### src/rtl/vga_timing_pkg.sv
// Default 640x480@60 raster timing, the totals and sync windows derived from it,
// and the 10-bit coordinate type shared by the timing generator and its axis counters.
package vga_timing_pkg;

  localparam int H_DISPLAY_DEF = 640;
  localparam int H_FRONT_DEF   = 16;
  localparam int H_SYNC_DEF    = 96;
  localparam int H_BACK_DEF    = 48;
  localparam int V_DISPLAY_DEF = 480;
  localparam int V_FRONT_DEF   = 10;
  localparam int V_SYNC_DEF    = 2;
  localparam int V_BACK_DEF    = 33;

  localparam int H_TOTAL_DEF  = H_DISPLAY_DEF + H_FRONT_DEF + H_SYNC_DEF + H_BACK_DEF;
  localparam int V_TOTAL_DEF  = V_DISPLAY_DEF + V_FRONT_DEF + V_SYNC_DEF + V_BACK_DEF;
  localparam int HS_START_DEF = H_DISPLAY_DEF + H_FRONT_DEF;
  localparam int HS_END_DEF   = HS_START_DEF + H_SYNC_DEF - 1;
  localparam int VS_START_DEF = V_DISPLAY_DEF + V_FRONT_DEF;
  localparam int VS_END_DEF   = VS_START_DEF + V_SYNC_DEF - 1;

  localparam int COORD_W    = 10;
  localparam int COORD_SPAN = 1 << COORD_W;

  typedef logic [COORD_W-1:0] coord_t;

endpackage

### src/rtl/vga_axis_counter.sv
// One raster axis: wrapping position counter with enable, a wrap pulse, and sync/active
// window flags registered from the next count so they line up with o_count.
module vga_axis_counter
  import vga_timing_pkg::*;
#(
  parameter int TOTAL           = H_TOTAL_DEF,
  parameter int ACTIVE          = H_DISPLAY_DEF,
  parameter int SYNC_START      = HS_START_DEF,
  parameter int SYNC_END        = HS_END_DEF,
  parameter bit SYNC_ACTIVE_LOW = 1'b1
) (
  input  logic   clk,
  input  logic   reset,
  input  logic   i_en,
  output coord_t o_count,
  output logic   o_wrap,
  output logic   o_sync,
  output logic   o_active
);

  localparam coord_t LAST     = coord_t'(TOTAL - 1);
  localparam coord_t SS       = coord_t'(SYNC_START);
  localparam coord_t SE       = coord_t'(SYNC_END);
  localparam coord_t ACT      = coord_t'(ACTIVE);
  localparam logic   SYNC_ON  = ~SYNC_ACTIVE_LOW;

  coord_t r_count;
  logic   r_sync;
  logic   r_active;
  coord_t w_next;
  logic   w_in_sync;

  assign o_wrap = i_en && (r_count == LAST);

  always_comb begin
    w_next = r_count;
    if (o_wrap) begin
      w_next = '0;
    end else if (i_en) begin
      w_next = r_count + coord_t'(1);
    end
  end

  assign w_in_sync = (w_next >= SS) && (w_next <= SE);

  // The pin level is registered directly, so polarity costs no output logic.
  always_ff @(posedge clk) begin
    if (reset) begin
      r_count  <= '0;
      r_sync   <= ~SYNC_ON;
      r_active <= 1'b1;
    end else begin
      r_count  <= w_next;
      r_sync   <= w_in_sync ? SYNC_ON : ~SYNC_ON;
      r_active <= (w_next < ACT);
    end
  end

  assign o_count  = r_count;
  assign o_sync   = r_sync;
  assign o_active = r_active;

endmodule

### src/rtl/vga_timing_gen.sv
// Free-running VGA raster timing generator: horizontal axis counts every pixel clock,
// vertical axis advances on each line wrap; syncs, display_on and coordinates are aligned.
module vga_timing_gen
  import vga_timing_pkg::*;
#(
  parameter int H_DISPLAY       = H_DISPLAY_DEF,
  parameter int H_FRONT         = H_FRONT_DEF,
  parameter int H_SYNC          = H_SYNC_DEF,
  parameter int H_BACK          = H_BACK_DEF,
  parameter int V_DISPLAY       = V_DISPLAY_DEF,
  parameter int V_FRONT         = V_FRONT_DEF,
  parameter int V_SYNC          = V_SYNC_DEF,
  parameter int V_BACK          = V_BACK_DEF,
  parameter bit SYNC_ACTIVE_LOW = 1'b1
) (
  input  logic       clk,
  input  logic       reset,
  output logic       hsync,
  output logic       vsync,
  output logic       display_on,
  output logic [9:0] hpos,
  output logic [9:0] vpos
);

  localparam int H_TOTAL  = H_DISPLAY + H_FRONT + H_SYNC + H_BACK;
  localparam int V_TOTAL  = V_DISPLAY + V_FRONT + V_SYNC + V_BACK;
  localparam int HS_START = H_DISPLAY + H_FRONT;
  localparam int HS_END   = HS_START + H_SYNC - 1;
  localparam int VS_START = V_DISPLAY + V_FRONT;
  localparam int VS_END   = VS_START + V_SYNC - 1;

  if (H_TOTAL > COORD_SPAN || V_TOTAL > COORD_SPAN) begin : g_param_err
    $error("vga_timing_gen: H_TOTAL/V_TOTAL exceed the 10-bit counter range");
  end

  coord_t w_hcount;
  coord_t w_vcount;
  logic   w_h_wrap;
  logic   w_v_wrap_unused;
  logic   w_h_active;
  logic   w_v_active;

  vga_axis_counter #(
    .TOTAL          (H_TOTAL),
    .ACTIVE         (H_DISPLAY),
    .SYNC_START     (HS_START),
    .SYNC_END       (HS_END),
    .SYNC_ACTIVE_LOW(SYNC_ACTIVE_LOW)
  ) u_h_axis (
    .clk     (clk),
    .reset   (reset),
    .i_en    (1'b1),
    .o_count (w_hcount),
    .o_wrap  (w_h_wrap),
    .o_sync  (hsync),
    .o_active(w_h_active)
  );

  vga_axis_counter #(
    .TOTAL          (V_TOTAL),
    .ACTIVE         (V_DISPLAY),
    .SYNC_START     (VS_START),
    .SYNC_END       (VS_END),
    .SYNC_ACTIVE_LOW(SYNC_ACTIVE_LOW)
  ) u_v_axis (
    .clk     (clk),
    .reset   (reset),
    .i_en    (w_h_wrap),
    .o_count (w_vcount),
    .o_wrap  (w_v_wrap_unused),
    .o_sync  (vsync),
    .o_active(w_v_active)
  );

  // Both window flags are flops, so display_on depends on state only, never on inputs.
  assign display_on = w_h_active & w_v_active;
  assign hpos       = w_hcount;
  assign vpos       = w_vcount;

endmodule

### config.mk
export PLATFORM = sky130hd
export DESIGN_NAME = vga_timing_gen
export DESIGN_NICKNAME = d
export VERILOG_FILES = /design/src/rtl/vga_timing_pkg.sv /design/src/rtl/vga_axis_counter.sv /design/src/rtl/vga_timing_gen.sv
export SDC_FILE = /design/constraint.sdc
export NUM_CORES = 1
export LEC_CHECK = 0
export CORE_ASPECT_RATIO = 0.9
export CORE_UTILIZATION = 54
export DETAILED_ROUTE_END_ITERATION = 8
export PLACE_DENSITY = 0.83
export SLEW_MARGIN = 20
export SYNTH_ARGS = -nofsm -noshare
export SYNTH_HDL_FRONTEND = slang
export SYNTH_SLANG_ARGS = --single-unit
### constraint.sdc
create_clock -name clk -period 3.4 [get_ports clk]
set_input_delay 1.02 -clock clk [delete_from_list [all_inputs] [get_ports clk]]
set_output_delay 1.02 -clock clk [all_outputs]
set_load 0.005 [all_outputs]
* After elaboration in Yosys (flattened, before gate mapping)
Cells that the tools add are included.
** Storage, ports and cells
- Word-level logic and storage cells :: 25
- Register bits after elaboration :: 24
- Output and inout bits :: 23
- Bits in writable memories :: 0
- Input bits :: 2
- ROM bits :: 0
- Memories kept :: 0
- Latch bits :: 0
** Operators by class
- Magnitude comparators :: 6
- Multiply operators :: 0
- Div/mod/pow operators :: 0
- Shift-type cells :: 0
- Bitwise operators :: 1
- Add/sub/neg operators :: 2
- Equality and inequality tests :: 2
- Mux-type cells :: 5
- Reduce and logical (&&, ||, !) cells :: 3
** Operators by type and width (number)
- 10-bit two-way mux :: 3
- 10-bit by 1-bit adder with 10-bit output, second input constant :: 2
- 10-bit == test, second input constant :: 2
- 10-bit >= comparator, second input constant :: 1
- 10-bit by 9-bit >= comparator with 1-bit output, second input constant :: 1
- 10-bit <= comparator, second input constant :: 1
- 10-bit by 9-bit <= comparator with 1-bit output, second input constant :: 1
- 10-bit less-than comparator, second input constant :: 1
- 10-bit by 9-bit less-than comparator with 1-bit output, second input constant :: 1
- 1-bit logical AND :: 3
- 1-bit two-way mux :: 2
- 1-bit AND :: 1

* Longest topological paths before layout
Gate-level depths: netlist of the first run.
- Depth in word-level cells :: 6
- Gate-level depth with buffers :: 9
- Mapped depth without buffers :: 8

* Cells and area by module
Synthesis of the first run repeated with hierarchy kept, for this count alone.
** Unflattened totals
- Cells, all modules :: 140
- Area, all modules :: 1345.0 µm²
** By module, submodules not included
- vga_axis_counter (u_v_axis) :: area each 676.9 µm², cells each 72, times used 1, seq. area each 240.2 µm²
- vga_axis_counter (u_h_axis) :: area each 658.1 µm², cells each 66, times used 1, seq. area each 240.2 µm²
- vga_timing_gen :: area each 10.0 µm², cells each 2, times used 1, seq. area each 0.0 µm²

* Least setup slack after synthesis of the first run
OpenSTA, ideal clock, no wires.
- Path type :: register to register
- Start :: reg u_h_axis.r_count[0], in the netlist u_h_axis.o_count[0]
- End :: reg u_v_axis.r_sync, in the netlist u_v_axis.o_sync
- Library setup time :: 0.128 ns
- Cell stages (with the launch flop) :: 9
- Buffers on the path :: 1
- Required time :: 3.272 ns
- Data arrival time :: 1.787 ns
- Slack :: 1.485 ns
- Clock period less this slack :: 1.915 ns
- Cells stage by stage :: dfxtp_1 ha_1 and4_4 and3_2 buf_2 nand4_1 xnor2_1 a211oi_1 nand4_1
** Between the ends
- Longest elaborated chain between the ends :: 6
** RTL lines
- start: declaration :: RTL line vga_axis_counter.sv:27 : coord_t r_count;
- start signal: assignment :: RTL line vga_axis_counter.sv:53 : r_count <= w_next;
- 10-bit == test * :: RTL line vga_axis_counter.sv:33 : assign o_wrap = i_en && (r_count == LAST);
- 10-bit two-way mux / 1-bit logical AND (equally long branches) :: RTL line vga_axis_counter.sv:39, vga_axis_counter.sv:33
- 10-bit two-way mux * :: RTL line vga_axis_counter.sv:37 : if (o_wrap) begin
- 10-bit by 9-bit >= comparator with 1-bit output / 10-bit by 9-bit <= comparator with 1-bit output (equally long branches) :: RTL line vga_axis_counter.sv:44 : assign w_in_sync = (w_next >= SS) && (w_next <= SE);
- 1-bit logical AND * :: RTL line vga_axis_counter.sv:44
- 1-bit two-way mux * :: RTL line vga_axis_counter.sv:54 : r_sync <= w_in_sync ? SYNC_ON : ~SYNC_ON;
- end signal: assignment :: RTL line vga_axis_counter.sv:50 : r_sync <= ~SYNC_ON;
- end signal: assignment :: RTL line vga_axis_counter.sv:54
- end: declaration :: RTL line vga_axis_counter.sv:28 : logic r_sync;
Every way passes the cells marked *; elsewhere a longest branch is shown, timed or not.
A chain may end at the register's enable or synchronous reset.

* Worst setup path in the final report of the first run
- Start :: reg u_h_axis.r_count[5], in the netlist u_h_axis.o_count[5]
- End :: out hpos[5]
** RTL lines
- end: declaration :: RTL line vga_timing_gen.sv:21 : output logic [9:0] hpos,
No word-level cell between the ends.

==> results_dict.tcl, run 1 <==
set metrics [dict create \
    rsz0062_at_grt "false" \
    period_share 0.724 \
    gp_congestion 0.847 \
    cp.required_ns 2.38 \
    hpwlAfterDp_mm 1.96 \
    fin_nets 167 \
    crit_type "reg2out" \
    p_clk_frac 0.289 \
    synth_fa_ha_area_frac 0.0409 \
    start_util 0.604 \
    htreeDepth 1 \
    tightest_slew_ns 0.464 \
    antenna_cells 0 \
    synth_seq_area_share 0.392 \
    post_drt_via_cell_ratio 5.85 \
    routed_wl_mm 2.58 \
    drv_cap 0 \
    crit_family "buffers and inverters" \
    min_from "u_h_axis.o_count[0]$_SDFF_PP0_" \
    cts_resized 0 \
    postCtsHoldBufs 0 \
    outcome "finished clean" \
    antenna_found_initial 0 \
    clock_latency_ns 0.32 \
    crit_path_start "u_h_axis.o_count[5]$_SDFF_PP0_" \
    worstPathMaxFanout 9 \
    syn_avg_cell_area_sq_um 8.69 \
    fillers 167 \
    yosysUniqueCellTypes 39 \
    cts_buffers 3 \
    drive_gt1_frac 0.0629 \
    grtUsageMet3 0.0841 \
    yosys.area_share.simple 0.300 \
    hold_viol 0 \
    slew_violations 0 \
    io_buffers 24 \
    synthesis.nets 147 \
    synth_top_family_by_area "simple AND/OR/NAND/NOR gates" \
    synthMuxAreaShare 0 \
    busiest_layer "met2" \
    crit_buf_inv 1 \
    route.detailed.drc 0 \
    drt_iter0_drc 23 \
    synth_edf_count 0 \
    setup_viol 0 \
    fp.dieW_um 52.2 \
    ir_drop_mv 0.411 \
    dr.pass1.iters 4 \
    total_switching_power_w 0.0000932 \
    min_period_ns 2.46 \
    met2_usage 0.364 \
    async_reset_ff_frac 0 \
    cp-start-kind "flip-flop" \
    end_kind "primary output" \
    synth-xor-area-share 0.114 \
    hold_class "reg2reg" \
    p_leak_nw 0.509 \
    p_per_area_nw_per_um2 290 \
    ys_seq_elements 24 \
    ios 25 \
    placement_rows 15 \
    cpMaxStageDelayCell "clkdlybuf4s50_1" \
    synth_compound_area_frac 0.0991 \
    grt_pass1_wl_mm 4.15 \
    dieArea_sq_um 2460 \
    finClkSkew_ns 0.00300 \
    fp.dieH_um 47.2 \
    max-slew-margin-rel 0.688 \
    netlist_instances 141 \
    cts-root-buf "clkbuf_4" \
    p_sw_frac 0.218 \
    combPwrFrac 0.039 \
    dp.cells 181 \
    ys.warnings.count 0 \
    cts_tree "yes" \
    cts.sinks 24 \
    area_growth_pct 20.2 \
    p_int_w 0.000334 \
    via_count 1077 \
    final_cell_mix "clkdlybuf4s50_1, dfxtp_1, nor2_1" \
    syn_area_sq_um 1220 \
    grt_pass1_vias 896 \
    p_seq_frac 0.672 \
    synthFlopType "dfxtp_1" \
    clk_pin_slew_ns 0.12 \
    worstPathCellList "clkdlybuf4s50_1" \
    wire_per_inst_um 14.0 \
    grt_overflow_total 0 \
    r2r-start "u_h_axis.o_count[0]$_SDFF_PP0_" \
    clock_path_buffers 2 \
    grt_use_total 0.240 \
    grt_use_met1 0.317 \
    crit_path_max_incr_delay_ns 0.57 \
    grt_max_degree 13 \
    critPathArrivalTime_ns 1.44 \
    setup_tns_ns 0 \
    design.core.area_sq_um 2030 \
    fmax_mhz 406 \
    final_antenna_net_count 0 \
    fin_cells 184 \
    post_cts_buffers 0 \
]
-- worst reg2reg max path: cells and delay by family (launching register included) --
kind,cells,cell delay [ns]
DFF,1,0.40
xor gates and xnor gates,1,0.15
and+or+nand+nor,5,1.19
adders and majority gates,1,0.23
-- cell usage after synthesis (2+ instances only) --
cell type | n | area [sq um]
dfxtp_1 | 24 | 480
a21o_1 | 2 | 15.0
xnor2_1 | 11 | 96.3
o2111ai_1 | 2 | 17.5
or3_1 | 2 | 12.5
a211oi_1 | 2 | 15.0
nor4_1 | 2 | 12.5
buf_2 | 3 | 15.0
nand4_1 | 4 | 25.0
nand2_1 | 12 | 45.0
clkbuf_1 | 4 | 15.0
a21oi_1 | 2 | 10.0
nor2_1 | 18 | 67.6
nor3_1 | 8 | 40.0
inv_1 | 5 | 18.8
ha_1 | 4 | 50.1
nand3_1 | 5 | 25.0
o21ai_0 | 6 | 30.0
xor2_1 | 5 | 43.8
-- power by group through the flow --
stage           logic [W]  clock network, W  registers, W
2_1_floorplan  0.00000793                 0      0.000294
3_3_place_gp    0.0000158                 0      0.000294
3_5_place_dp    0.0000166                 0      0.000294
4_1_cts         0.0000167          0.000127      0.000288
5_1_grt         0.0000184          0.000136      0.000288
6_report        0.0000165          0.000124      0.000288
-- per-layer routing --
layer | part of all wire | up-vias
li1 | - | 520
met1 | 0.47 | 507
met2 | 0.45 | 48
met3 | 0.077 | 2
met4 | 0.0047 | 0
met5 | 0 | -
-- registers in the layout, indices dropped and copies added (netlist names) --
| signal | cells |
|---|---|
| u_h_axis.o_active | 1 |
| u_h_axis.o_count | 10 |
| u_h_axis.o_sync | 1 |
| u_v_axis.o_active | 1 |
| u_v_axis.o_count | 10 |
| u_v_axis.o_sync | 1 |
-- final timing paths --
| kind | end | slack, ns | depth (start not counted) |
|---|---|---|---|
| max | hpos[5] | 0.94 | 1 |
| min | u_h_axis.o_count[0]$_SDFF_PP0_ | 0.52 | 1 |
| max reg2reg | u_v_axis.o_sync$_SDFF_PP1_ | 1.34 | 7 |
| min reg2reg | u_h_axis.o_count[0]$_SDFF_PP0_ | 0.52 | 1 |
-- final cells by class --
type / count / area (sq um) / share of cell area
multi-input cells: 103 / 679 / 0.461
inverters: 5 / 18.8 / 0.0127
repair buffers: 24 / 240 / 0.163
flip-flops and latches: 24 / 480 / 0.326
well taps: 25 / 31.3 / 0.0212
clock buffers: 3 / 22.5 / 0.0153
-- metrics by stage --
stage / utilization / power [W] / instance area, sq um / hold WS (ns) / worst slack (ns)
after global routing: 0.727 / 0.000442 / 1470 / 0.564 / 0.870
final: 0.727 / 0.000428 / 1470 / 0.522 / 0.939
after detailed placement: 0.715 / 0.000311 / 1450 / 0.515 / 0.788
after global placement: 0.715 / 0.000309 / 1450 / 0.504 / 0.877
after floorplan: - / 0.000302 / 1220 / 0.497 / 1.49
after CTS: 0.727 / 0.000431 / 1470 / 0.533 / 0.925
-- cells by family after synthesis --
| group | count (synthesis) |
|---|---|
| AND/OR/NAND/NOR | 65 |
| adder cells (fa/ha/maj) | 4 |
| XOR/XNOR | 16 |
| flip-flops | 24 |
| buffers and inverters | 14 |
| AO/OA/AOI/OAI | 18 |
(Power assumes the default switching activity.)
==> run 2, diff against run 1 <==
CORE_UTILIZATION = 45   (was 54)
PLACE_DENSITY = 0.74   (was 0.83)
clock period = 2.2 ns   (was 3.4 ns; I/O delays follow)
==> results_dict.tcl, run 2 (synthesized netlist as in run 1, its figures left out) <==
set metrics [dict create \
    area_growth_pct 24.3 \
    cts.sinks 24 \
    finClkSkew_ns 0.0104 \
    htreeDepth 1 \
    via_count 1042 \
    total_switching_power_w 0.000156 \
    drt_iter0_drc 22 \
    p_sw_frac 0.196 \
    post_cts_buffers 0 \
    grt_pass1_vias 1034 \
    crit_type "reg2out" \
    crit_path_max_incr_delay_ns 0.57 \
    design.core.area_sq_um 2510 \
    grt_max_degree 15 \
    cp-start-kind "flip-flop" \
    cts_resized 0 \
    clock_latency_ns 0.33 \
    outcome "finished clean" \
    antenna_cells 0 \
    worstPathCellList "clkdlybuf4s50_1" \
    critPathArrivalTime_ns 1.47 \
    drt-met1-wl_mm 1.25 \
    ir_drop_mv 0.290 \
    rsz0062_at_grt "false" \
    fp.dieH_um 51.5 \
    fmax_mhz 470 \
    fin_nets 169 \
    drv_cap 0 \
    postCtsHoldBufs 0 \
    hold_viol 0 \
    setup_viol 0 \
    end_kind "primary output" \
    cpMaxStageDelayCell "dfxtp_1" \
    placement_rows 17 \
    slew_violations 0 \
    met2_length_mm 1.15 \
    gp_congestion 0.942 \
    cts-root-buf "clkbuf_4" \
    final_cell_mix "clkdlybuf4s50_1, dfxtp_1, nor2_1" \
    route.detailed.drc 0 \
    setup_tns_ns 0 \
    ios 25 \
    p_per_area_nw_per_um2 523 \
    whs_ns 0.476 \
    hold_class "reg2reg" \
    min_period_ns 2.13 \
    fp.dieW_um 57.0 \
    grt_overflow_total 0 \
    final_antenna_net_count 0 \
    start_util 0.488 \
    antenna_found_initial 0 \
    worstPathMaxFanout 9 \
    crit_buf_inv 1 \
    period_share 0.967 \
    cts_buffers 3 \
    wire_per_inst_um 13.4 \
    cts_tree "yes" \
    combPwrFrac 0.036 \
    cp.required_ns 1.54 \
    layout_commonest_cell "clkdlybuf4s50_1" \
    clk_pin_slew_ns 0.14 \
    p_clk_frac 0.405 \
    clock_path_buffers 2 \
    tightest_slew_ns 0.509 \
    p_leak_nw 0.533 \
    post_drt_via_cell_ratio 5.48 \
    routed_wl_mm 2.55 \
    p_seq_frac 0.560 \
    dr.pass1.iters 4 \
    dr_wl_met3_um 104 \
    grt_pass1_wl_mm 4.59 \
    hpwlAfterDp_mm 1.86 \
    grt_use_total 0.204 \
    io_buffers 24 \
    max-slew-margin-rel 0.658 \
    drive_gt1_frac 0.0864 \
    crit_family "flip-flops" \
    highest_layer "met4" \
    p_int_w 0.000640 \
    dieArea_sq_um 2930 \
]
==> run 2: cell types whose count changed in the layout (fill, tap and decap cells not counted), sizes merged <==
cell / delta
buf: +2
bufinv: +1
==> run 2: layer usage <==
metal / up-vias / GRT usage
li1: 530 / -
met1: 486 / 0.259
met2: 21 / 0.322
met3: 5 / 0.0622
met4: 0 / 0.0894
met5: - / 0
==> run 2: worst paths after layout <==
| kind | start | to | slack [ns] | depth (start not counted) |
|---|---|---|---|---|
| max reg2reg | u_h_axis.o_count[1]$_SDFF_PP0_ | u_v_axis.o_sync$_SDFF_PP1_ | 0.16 | 7 |
| min reg2reg | u_h_axis.o_count[0]$_SDFF_PP0_ | u_h_axis.o_count[0]$_SDFF_PP0_ | 0.48 | 1 |
| min | u_h_axis.o_count[0]$_SDFF_PP0_ | u_h_axis.o_count[0]$_SDFF_PP0_ | 0.48 | 1 |
| max | u_h_axis.o_count[5]$_SDFF_PP0_ | hpos[5] | 0.07 | 1 |
==> run 2: area by class of cell <==
cell class	count	area [sq um]
Clock buffer	3	22.5
Clock inverter	1	30.0
Fill cell	243	987
Inverter	5	18.8
Multi-Input combinational cell	103	679
Sequential cell	24	482
Tap cell	28	35.0
Timing Repair Buffer	26	255
==> run 2: metrics by stage <==
stage                     utilization  total power (W)  std cells  setup slack (ns)  area (sq um)
after detailed placement        0.585         0.000483        186             0.170          1470
final                           0.607         0.000796        190            0.0736          1520
after global placement          0.585         0.000482        186             0.256          1470
after floorplan                     -         0.000466        141             0.285          1220
after CTS                       0.606         0.000807        190            0.0588          1520
after global routing            0.607         0.000828        190          0.000244          1520
==> run 2: power by group through the flow <==
stage / Clock, W / Combinational [W] / Sequential, W
floorplan: 0 / 0.0000122 / 0.000454
global placement: 0 / 0.0000280 / 0.000454
global route: 0.000350 / 0.0000314 / 0.000447
CTS: 0.000333 / 0.0000286 / 0.000445
detailed placement: 0 / 0.0000284 / 0.000455
finish: 0.000322 / 0.0000283 / 0.000445
==> run 3, diff against run 2 <==
PLACE_DENSITY = 0.73   (was 0.74)
==> results_dict.tcl, run 3 (synthesized netlist as in run 1, its figures left out) <==
set metrics [dict create \
    dr.pass1.iters 6 \
    hpwlAfterDp_mm 1.98 \
    ir_drop_mv 0.326 \
    io_buffers 24 \
    crit_type "reg2out" \
    p_per_area_nw_per_um2 441 \
    dieArea_sq_um 2930 \
    tightest_slew_ns 0.493 \
    grt_pass1_wl_mm 4.42 \
    crit_family "buffers and inverters" \
    clk_pin_slew_ns 0.12 \
    outcome "finished, violations left" \
    final_cell_mix "clkdlybuf4s50_1, dfxtp_1, nor2_1" \
    worstPathMaxFanout 9 \
    setup_viol 0 \
    layout_commonest_cell "clkdlybuf4s50_1" \
    post_drt_via_cell_ratio 5.57 \
    cts_tree "yes" \
    rsz0062_at_grt "false" \
    htreeDepth 1 \
    area_growth_pct 22.0 \
    drive_gt1_frac 0.0870 \
    cpMaxStageDelayCell "clkdlybuf4s50_1" \
    clock_latency_ns 0.31 \
    placement_rows 17 \
    fp.dieW_um 57.0 \
    drv_cap 0 \
    start_util 0.488 \
    route.detailed.drc 4 \
    cts_resized 0 \
    min_period_ns 2.10 \
    hold_viol 0 \
    finClkSkew_ns 0.00918 \
    antenna_cells 0 \
    max-slew-margin-rel 0.669 \
    cts_buffers 3 \
    antenna_found_initial 0 \
    grt_use_total 0.194 \
    design.core.area_sq_um 2510 \
    wire_per_inst_um 13.9 \
    period_share 0.953 \
    slew_violations 0 \
    cp-start-kind "flip-flop" \
    fp.dieH_um 51.5 \
    hold_class "reg2reg" \
    postCtsHoldBufs 0 \
    clock_path_buffers 2 \
    final_antenna_net_count 0 \
    violations "design-rule violations" \
    post_cts_buffers 0 \
    dpl-instance-area_sq_um 1470 \
    gp_congestion 0.915 \
    cts-root-buf "clkbuf_4" \
    ios 25 \
    fmax_mhz 477 \
    crit_path_max_incr_delay_ns 0.57 \
    cp.required_ns 1.54 \
    grt_overflow_total 0 \
    critPathArrivalTime_ns 1.44 \
    setup_tns_ns 0 \
    grt_max_degree 13 \
    routed_wl_mm 2.62 \
    via_count 1053 \
    crit_buf_inv 1 \
    end_kind "primary output" \
    grt_pass1_vias 939 \
    p_leak_nw 0.519 \
    cts.sinks 24 \
    worstPathCellList "clkdlybuf4s50_1" \
    drt_iter0_drc 47 \
    fillers 228 \
    fin_nets 169 \
    final_area_sq_um 1490 \
]
## run 3: cell types whose count changed in the layout (fill, tap and decap cells not counted)
cell / previous run / this run
bufinv_16: 1 / 0
dfxtp_2: 1 / 2
dfxtp_1: 23 / 22
## run 3: metal layers
layer,global-route usage,part of all wire,up-vias
met5,0,0,-
met4,0.0244,0.0053,0
met3,0.0547,0.057,2
met2,0.318,0.46,33
met1,0.263,0.48,493
li1,-,-,525
## run 3: worst paths after layout
check                            startpoint                             end  slack (ns)  depth (start not counted)
max reg2reg  u_h_axis.o_count[0]$_SDFF_PP0_      u_v_axis.o_sync$_SDFF_PP1_        0.16                          7
max          u_h_axis.o_count[5]$_SDFF_PP0_                         hpos[5]        0.10                          1
min reg2reg  u_h_axis.o_count[0]$_SDFF_PP0_  u_h_axis.o_count[0]$_SDFF_PP0_        0.47                          1
min          u_h_axis.o_count[0]$_SDFF_PP0_  u_h_axis.o_count[0]$_SDFF_PP0_        0.47                          1
## run 3: per-stage QoR
stage | setup slack [ns] | cells | utilization | power (W) | hold slack (ns)
CTS | 0.0985 | 189 | 0.594 | 0.000670 | 0.535
detailed placement | 0.146 | 186 | 0.585 | 0.000483 | 0.519
finish | 0.103 | 189 | 0.595 | 0.000659 | 0.471
floorplan | 0.285 | 141 | - | 0.000466 | 0.497
global placement | 0.244 | 186 | 0.585 | 0.000483 | 0.487
global route | 0.0262 | 189 | 0.595 | 0.000694 | 0.492
## run 3: where the power goes
| group | internal (W) | total [W] | switching [W] |
|---|---|---|---|
| clock | 0.0000641 | 0.000184 | 0.000120 |
| combinational | 0.0000159 | 0.0000286 | 0.0000126 |
| sequential | 0.000440 | 0.000446 | 0.00000567 |
| total | 0.000520 | 0.000659 | 0.000139 |
## run 3: area by class of cell
| type | instances | area (sq um) | share of cell area |
|---|---|---|---|
| Clock buffer | 3 | 22.5 | 0.0151 |
| Sequential cell | 24 | 483 | 0.323 |
| Multi-Input combinational cell | 103 | 679 | 0.455 |
| Tap cell | 28 | 35.0 | 0.0235 |
| Timing Repair Buffer | 26 | 255 | 0.171 |
| Inverter | 5 | 18.8 | 0.0126 |
